**config.mk**
```make
export PLATFORM = sky130hd
export DESIGN_NAME = clock_scale_detect
export DESIGN_NICKNAME = d
export VERILOG_FILES = /design/src/rtl/clock_scale_pkg.sv /design/src/rtl/sync_edge_detect.sv /design/src/rtl/clock_scale_detect.sv
export SDC_FILE = /design/constraint.sdc
export NUM_CORES = 1
export LEC_CHECK = 0
export CAP_MARGIN = 20
export CORE_MARGIN = 2
export CORE_UTILIZATION = 55
export DETAILED_ROUTE_END_ITERATION = 10
export PLACE_DENSITY = 0.77
export SLEW_MARGIN = 10
export SYNTH_ARGS = -nofsm -noshare
export SYNTH_HDL_FRONTEND = slang
export SYNTH_SLANG_ARGS = --single-unit
```
**constraint.sdc**
```tcl
create_clock -name clk -period 4.2 [get_ports clk]
set_input_delay 0.84 -clock clk [delete_from_list [all_inputs] [get_ports clk]]
set_output_delay 0.84 -clock clk [all_outputs]
set_load 0.02 [all_outputs]
```
**src/rtl/clock_scale_pkg.sv**
```systemverilog
// Shared definitions for the divided-clock scale detector.
package clock_scale_pkg;

    localparam int SCALE_W = 11;
    localparam int CNT_W   = 12;
    localparam int MATCH_W = 4;

    localparam logic [CNT_W-1:0] TIMEOUT_CNT = 12'd2048;

    typedef enum logic [1:0] {
        ST_IDLE,
        ST_ARM,
        ST_MEASURE,
        ST_LOCKED
    } cs_det_state_t;

endpackage

```
**src/rtl/sync_edge_detect.sv**
```systemverilog
// Synchronizer chain for an asynchronous level plus a both-polarity edge
// detector on the synchronized value. The chain is deliberately not reset so
// that a reset never fabricates an edge from a stale flop value.
module sync_edge_detect #(
    parameter int STAGES = 2
) (
    input  logic clk_i,
    input  logic sig_i,
    output logic edge_o
);

    logic [STAGES-1:0] chain_q;
    logic              prev_q;

    // Shift the raw input through the synchronizer, then keep one extra copy.
    always_ff @(posedge clk_i) begin
        chain_q <= {chain_q[STAGES-2:0], sig_i};
        prev_q  <= chain_q[STAGES-1];
    end

    assign edge_o = chain_q[STAGES-1] ^ prev_q;

endmodule

```
**src/rtl/clock_scale_detect.sv**
```systemverilog
// Recovers the scale factor of a divided clock by timing the interval
// between successive edges, publishing each measurement and declaring lock
// once enough consecutive measurements agree.
module clock_scale_detect
    import clock_scale_pkg::*;
#(
    parameter int SYNC_STAGES = 2,
    parameter int LOCK_COUNT  = 3
) (
    input  logic               clk,
    input  logic               rst,
    input  logic               en,
    input  logic               sig_in,
    output logic [SCALE_W-1:0] scale_factor,
    output logic               meas_stb,
    output logic               locked,
    output logic               timeout
);

    logic               sigEdge;
    cs_det_state_t      state_q;
    logic [CNT_W-1:0]   cnt_q;
    logic [CNT_W-1:0]   cnt_d;
    logic [MATCH_W-1:0] matchCnt_q;
    logic [MATCH_W-1:0] matchCnt_d;
    logic [SCALE_W-1:0] scaleFactor_q;
    logic [SCALE_W-1:0] measVal_d;
    logic               measStb_q;
    logic               locked_q;
    logic               timeout_q;

    sync_edge_detect #(
        .STAGES (SYNC_STAGES)
    ) u_sync (
        .clk_i  (clk),
        .sig_i  (sig_in),
        .edge_o (sigEdge)
    );

    // Interval counter next value, the measurement it represents, and the
    // run length of identical measurements if this edge is accepted. The
    // 11-bit subtraction maps a saturated count of 2048 onto 2047.
    always_comb begin
        measVal_d = cnt_q[SCALE_W-1:0] - SCALE_W'(1);

        matchCnt_d = MATCH_W'(1);
        if (measVal_d == scaleFactor_q) begin
            matchCnt_d = matchCnt_q + MATCH_W'(1);
        end

        cnt_d = cnt_q + CNT_W'(1);
        if (sigEdge) begin
            cnt_d = CNT_W'(1);
        end else if (cnt_q == TIMEOUT_CNT) begin
            cnt_d = cnt_q;
        end
    end

    // Measurement state machine with registered outputs; reset and disable
    // both discard any partial interval, and an edge always beats a timeout.
    always_ff @(posedge clk) begin
        if (rst || !en) begin
            state_q       <= ST_IDLE;
            cnt_q         <= '0;
            matchCnt_q    <= '0;
            scaleFactor_q <= '0;
            measStb_q     <= 1'b0;
            locked_q      <= 1'b0;
            timeout_q     <= 1'b0;
        end else begin
            measStb_q <= 1'b0;
            timeout_q <= 1'b0;
            cnt_q     <= cnt_d;
            case (state_q)
                ST_IDLE: begin
                    state_q <= ST_ARM;
                end
                ST_ARM: begin
                    if (sigEdge) begin
                        state_q <= ST_MEASURE;
                    end
                end
                ST_MEASURE: begin
                    if (sigEdge) begin
                        scaleFactor_q <= measVal_d;
                        measStb_q     <= 1'b1;
                        matchCnt_q    <= matchCnt_d;
                        if (matchCnt_d == MATCH_W'(LOCK_COUNT)) begin
                            locked_q <= 1'b1;
                            state_q  <= ST_LOCKED;
                        end
                    end else if (cnt_q == TIMEOUT_CNT) begin
                        timeout_q  <= 1'b1;
                        locked_q   <= 1'b0;
                        matchCnt_q <= '0;
                        state_q    <= ST_ARM;
                    end
                end
                ST_LOCKED: begin
                    if (sigEdge) begin
                        measStb_q <= 1'b1;
                        if (measVal_d != scaleFactor_q) begin
                            scaleFactor_q <= measVal_d;
                            locked_q      <= 1'b0;
                            matchCnt_q    <= MATCH_W'(1);
                            state_q       <= ST_MEASURE;
                        end
                    end else if (cnt_q == TIMEOUT_CNT) begin
                        timeout_q  <= 1'b1;
                        locked_q   <= 1'b0;
                        matchCnt_q <= '0;
                        state_q    <= ST_ARM;
                    end
                end
                default: begin
                    state_q <= ST_IDLE;
                end
            endcase
        end
    end

    assign scale_factor = scaleFactor_q;
    assign meas_stb     = measStb_q;
    assign locked       = locked_q;
    assign timeout      = timeout_q;

endmodule

```
Word level (Yosys, flattened, before mapping) --
Index checks and enable logic that the tools add are counted.
Storage, ports and cells: register bits 35, latch bits 0, memory bits (writable) 0, ROM bits 0, input bits 4, output and inout port bits 14, logic and storage cells 68, memories 0
Operators by class: $add $sub $neg 3, multipliers 0, divide/modulo/power cells 0, order comparisons 0, eq/ne operators 14, shifts and indexed selects 0, multiplexer cells 27, bitwise logic cells 2, reductions and logical operators 12
Operator list (count):
- $mux W11 | 3
- $pmux W11 S2 | 1
- $mux W4 | 5
- $add A12 B1 Y12 const B | 1
- $eq A12 B12 Y1 const B | 1
- $mux W2 | 6
- $eq A11 B11 Y1 | 1
- $ne A11 B11 Y1 | 1
- $sub A11 B1 Y11 const B | 1
- $ne A2 B2 Y1 const B | 5
- $mux W1 | 9
- $pmux W2 S4 | 1
- $pmux W4 S2 | 1
- $ne A3 B3 Y1 const B | 2
- $reduce_and A3 Y1 | 2
- $reduce_or A2 Y1 | 3
- $add A4 B1 Y4 const B | 1
- $eq A2 B2 Y1 const B | 2
- $eq A4 B2 Y1 const B | 1
- $reduce_and A4 Y1 | 1
- $reduce_or A3 Y1 | 1
- $eq A2 B1 Y1 const B | 1
- $logic_not A2 Y1 | 1
- $pmux W1 S2 | 1
- other kinds (6) | 6

Longest topological paths before layout --
depth after elaboration 7, mapped depth 9

Cells and area by module --
A second synthesis with hierarchy kept.
Second synthesis, totals: cells, all modules 240, area, all modules 2064.5 um^2
Modules (own cells, without submodules):
- clock_scale_detect | times used 1, cells an instance 236, area each 1995.7 um^2, sequential area each 640.6 um^2
- sync_edge_detect | times used 1, cells an instance 4, area each 68.8 um^2, sequential area each 60.1 um^2

Least setup slack after synthesis --
Ideal clock, no wire load.
kind reg2reg, start point register cnt_q[0], end point register matchCnt_q[3], arrival time 2.622 ns, required time 4.128 ns, slack 1.507 ns, cell stages (with the launch flop) 10, clock period less this slack 2.693 ns, cell sequence dfxtp_1 inv_1 ha_1 or3b_4 or4_4 mux2i_1 nor4_2 nand3_2 o41ai_1 o2bb2ai_1
Between the ends: longest elaborated chain between the ends 5
Ends and longest elaborated chain:
- start: declaration | line clock_scale_detect.sv:22 | logic [CNT_W-1:0] cnt_q;
- start signal: assignment | line clock_scale_detect.sv:73 | cnt_q <= cnt_d;
- $sub A11 B1 Y11 (*) | line clock_scale_detect.sv:44 | measVal_d = cnt_q[SCALE_W-1:0] - SCALE_W'(1);
- via measVal_d[0] | line clock_scale_detect.sv:27 | logic [SCALE_W-1:0] measVal_d;
- $eq A11 B11 Y1 | line clock_scale_detect.sv:47 | if (measVal_d == scaleFactor_q) begin
- $mux W4 | line clock_scale_detect.sv:47
- $mux W4 | line clock_scale_detect.sv:84 | if (sigEdge) begin
- $pmux W4 S2 | line clock_scale_detect.sv:74 | case (state_q)
- end signal: assignment | line clock_scale_detect.sv:87 | matchCnt_q <= matchCnt_d;
- end: declaration | line clock_scale_detect.sv:24 | logic [MATCH_W-1:0] matchCnt_q;
The timed path passes the listed nets; every way through them passes the cells marked *. A chain may end at the register's enable or synchronous reset.

Final worst setup path --
start point register cnt_q[0], end point register scaleFactor_q[7], in the netlist scale_factor[7]
Between the ends: longest elaborated chain between the ends 4
Ends and longest elaborated chain:
- $sub A11 B1 Y11 | line clock_scale_detect.sv:44
- via measVal_d[0] | line clock_scale_detect.sv:27
- $ne A11 B11 Y1 | line clock_scale_detect.sv:102 | if (measVal_d != scaleFactor_q) begin
- $ne A2 B2 Y1 (no line)
- $reduce_and A4 Y1 (no line)
- end signal: assignment | line clock_scale_detect.sv:85 | scaleFactor_q <= measVal_d;
- end signal: assignment | line clock_scale_detect.sv:103 | scaleFactor_q <= measVal_d;
- end: declaration | line clock_scale_detect.sv:26 | logic [SCALE_W-1:0] scaleFactor_q;
The timed path passes the listed nets, and every way through them passes these cells. The select of a mux whose other input is x is not followed.

==> summary.md <==
* **total I/O pin count** 18
* **run status** finished clean
* **antenna violations before repair** 0
* **floorplan core area** 0.00363 mm²
* **synthesized area per cell** 8.68 µm²
* **placed wire-length estimate** 3.05 mm
* **Clock Root Buffer** sky130_fd_sc_hd__clkbuf_8
* **remaining global-route overflow** 0
* **arrival time at the worst endpoint** 3.20 ns
* **Worst Skew** 0.00883 ns
* **TritonCTS clock tree** yes
* **cts repair resizes** 0
* **Skew-Pair Late Insertion Delay** 0.30 ns
* **maximum fanout along the worst path** 8
* **number of hold buffers added after cts** 0
* **parity-gate share of the synthesized area counting xor and xnor cells** 0.132
* **Tightest Hold Check Type** reg2reg
* **flip-flop and latch count after synthesis** 35
* **required time reported for the critical path endpoint** 4.42 ns
* **Worst slew margin** 0.477
* **Critical Path Source Type** flop
* **RSZ-0062 raised after global routing** no
* **most common library cells after synthesis** 35 x sky130_fd_sc_hd__dfxtp_1, 23 x sky130_fd_sc_hd__nor2_1, 20 x sky130_fd_sc_hd__a21oi_1
* **mux cell area share after synthesis** 0.0151
* **number of global-route vias before repair** 1441
* **CTS HTree Levels** 2
* **multi-input logic area** 0.00127 mm²
* **Area Growth Syn to Fin** 12.0%
* **library cells used by synthesis** 58
* **overall die height** 65.3 µm
* **count of mapped cells out of synthesis** 238
* **flip-flop cell with the highest count after synthesis** sky130_fd_sc_hd__dfxtp_1
* **register area share after synthesis** 0.339
* **max-slew violation count** 0
* **total iterations of the first detailed-routing run** 4
* **synthesized-area fraction occupied by ao, oa, aoi and oai cells** 0.165
* **number of buffers inserted by port buffering** 17
* **register-to-register path setup slack** 1.22 ns
* **library cell occupying the most area in the post-synthesis netlist** sky130_fd_sc_hd__dfxtp_1
* **Max-cap violations** 0
* **post-synthesis async set-or-reset flop share** 0
* **post-CTS setup buffer count** 0
* **weighted congestion at the end of routability-driven global placement** 0.911
* **simple-gate share of the synthesized area** 0.280
* **Antenna Nets Post-Route** 0
* **CTS max path bufs** 2
* **number of flops mapped to enable cells by yosys** 0
* **dominant combinational cell family by area after synthesis** simple AND/OR/NAND/NOR gates
* **routed via count** 1653
* **area share of the largest cell type after synthesis** 0.339
* **Yosys warnings** 0
* **capturing element type of the critical path** flop
* **Cell Pwr Density** 280 mW/mm²
* **First DRT Iteration DRCs** 87
* **Cell Count Post-Placement** 288
* **fin nets** 255
* **post-layout minimum cycle time** 2.98 ns
* **Synth Net Count** 246
* **number of failing setup endpoints in the final timing report** 0
* **Worst IR Drop VDD** 176 µV
* **cts bufs inserted** 5
* **Final Cycle Share** 0.710
* **post-synthesis instance area** 0.00207 mm²
* **adder-cell share of the synthesized area** 0.0242
* **Total Die Area** 0.00426 mm²
* **fraction of final layout cells with drive strength greater than 1** 0.109
* **timing-limited maximum frequency** 335 MHz
* **total number of placement rows** 22
* **Die X** 65.3 µm
* **number of filler cells placed in the layout** 330
* **Vias per Instance** 5.58
* **aggregate global-route resource usage** 0.221
* **final hold violation count** 0
* **library cell with the highest instance count after synthesis** sky130_fd_sc_hd__dfxtp_1
* **wire length of the first global-routing pass** 7.09 mm
* **leading cell types by total area after synthesis** sky130_fd_sc_hd__dfxtp_1 34%, sky130_fd_sc_hd__xor2_1 5.9%, sky130_fd_sc_hd__xnor2_1 5.1%
* **non-filler instance count after layout** 296
* **maximum number of pins on one net before global-route repair** 20
* **critical path type** reg2reg
* **clk sink count** 35
* **# diodes** 0
* **clock slew seen by the registers of the worst setup and hold paths** 0.08 ns
* **remaining design rule violation count** 0
* **actual slew at the worst max-slew pin** 0.784 ns
* **Storage cell area** 701 µm²
* **total routed wirelength** 4.27 mm
* **Avg WL per Cell** 14.4 µm
* **leakage power of the design** 0.000835 µW
* **Setup TNS** 0 ns
* **Starting Density** 0.569
-- cell usage in the layout, fill, tap and decap left out, drive strengths merged, types with 2 or more instances in the layout --
master,instances
a211oi,7
a21o,2
a21oi,20
a22o,2
and2,3
and4,2
clkbuf,5
clkdlybuf4s50,17
clkinvlp,2
dfxtp,35
ha,4
inv,5
mux2i,2
nand2,17
nand2b,5
nand3,9
nand3b,2
nand4,3
nor2,24
nor2b,3
nor3,9
nor4,3
nor4b,2
o21ai,10
o41ai,3
or2,2
or3,4
or3b,2
or4,4
xnor2,12
xnor3,2
xor2,14
-- power by group --
| part | internal (µW) | leakage, µW | switching (µW) | total, µW |
|---|---|---|---|---|
| Sequential | 336 | 0.000284 | 5.50 | 341 |
| Combinational | 25.9 | 0.000511 | 34.3 | 60.2 |
| Clock | 115 | 0.0000402 | 132 | 247 |
-- registers in the layout (all words and copies together), names as in the netlist --
register	count
u_sync.chain_q	2
locked	1
state_q	2
cnt_q	12
meas_stb	1
u_sync.prev_q	1
timeout	1
scale_factor	11
matchCnt_q	4
-- metrics by stage --
stage / total power, µW / hold WS (ns) / utilization / cell area, µm² / setup slack [ns]
floorplan: 395 / 0.310 / - / 2070 / 1.51
global placement: 408 / 0.311 / 0.612 / 2220 / 1.32
detailed placement: 408 / 0.313 / 0.612 / 2220 / 1.25
CTS: 653 / 0.332 / 0.637 / 2310 / 1.23
global route: 671 / 0.334 / 0.637 / 2310 / 1.02
finish: 649 / 0.332 / 0.637 / 2310 / 1.22
-- cell families (layout without fill, tap and decap cells) --
kind of cell | after synthesis | in the layout
buffers and inverters | 20 | 30
XOR/XNOR | 28 | 28
AND/OR/NAND/NOR | 98 | 98
flip-flops | 35 | 35
multiplexers | 3 | 3
adder cells (fa/ha/maj) | 4 | 4
AO/OA/AOI/OAI | 50 | 50
-- layout make-up --
type                            instances  share of cell area
Clock inverter                          3             0.00865
Multi-Input combinational cell        183               0.551
Inverter                                5             0.00811
Timing Repair Buffer                   17              0.0736
Clock buffer                            5              0.0297
Tap cell                               48              0.0260
Sequential cell                        35               0.303
-- critical path, cell delays in order, from the launching register on --
cell                      delay (ns)
sky130_fd_sc_hd__dfxtp_1        0.38
sky130_fd_sc_hd__inv_1          0.13
sky130_fd_sc_hd__ha_1           0.24
sky130_fd_sc_hd__or3b_4         0.45
sky130_fd_sc_hd__or4_4          0.51
sky130_fd_sc_hd__mux2i_1        0.14
sky130_fd_sc_hd__nor4_2         0.26
sky130_fd_sc_hd__nand4_1        0.36
sky130_fd_sc_hd__and4_1         0.34
sky130_fd_sc_hd__nor3_2         0.09
-- path summary, 6_finish.rpt --
check / start / end / cells after the start
max: cnt_q[0]$_SDFFE_PP0P_ / scale_factor[7]$_SDFFE_PP0P_ / 9
min: u_sync.chain_q[0]$_DFF_P_ / u_sync.chain_q[1]$_DFF_P_ / 0
max reg2reg: cnt_q[0]$_SDFFE_PP0P_ / scale_factor[7]$_SDFFE_PP0P_ / 9
min reg2reg: u_sync.chain_q[0]$_DFF_P_ / u_sync.chain_q[1]$_DFF_P_ / 0
-- layer usage --
layer	wire, µm	vias up	GRT usage
met5	0	-	0
met4	74	0	0.0938
met3	198	6	0.0514
met2	1860	27	0.329
met1	2140	757	0.307
li1	-	863	-
No activity file was read; power rests on OpenSTA's default activity.
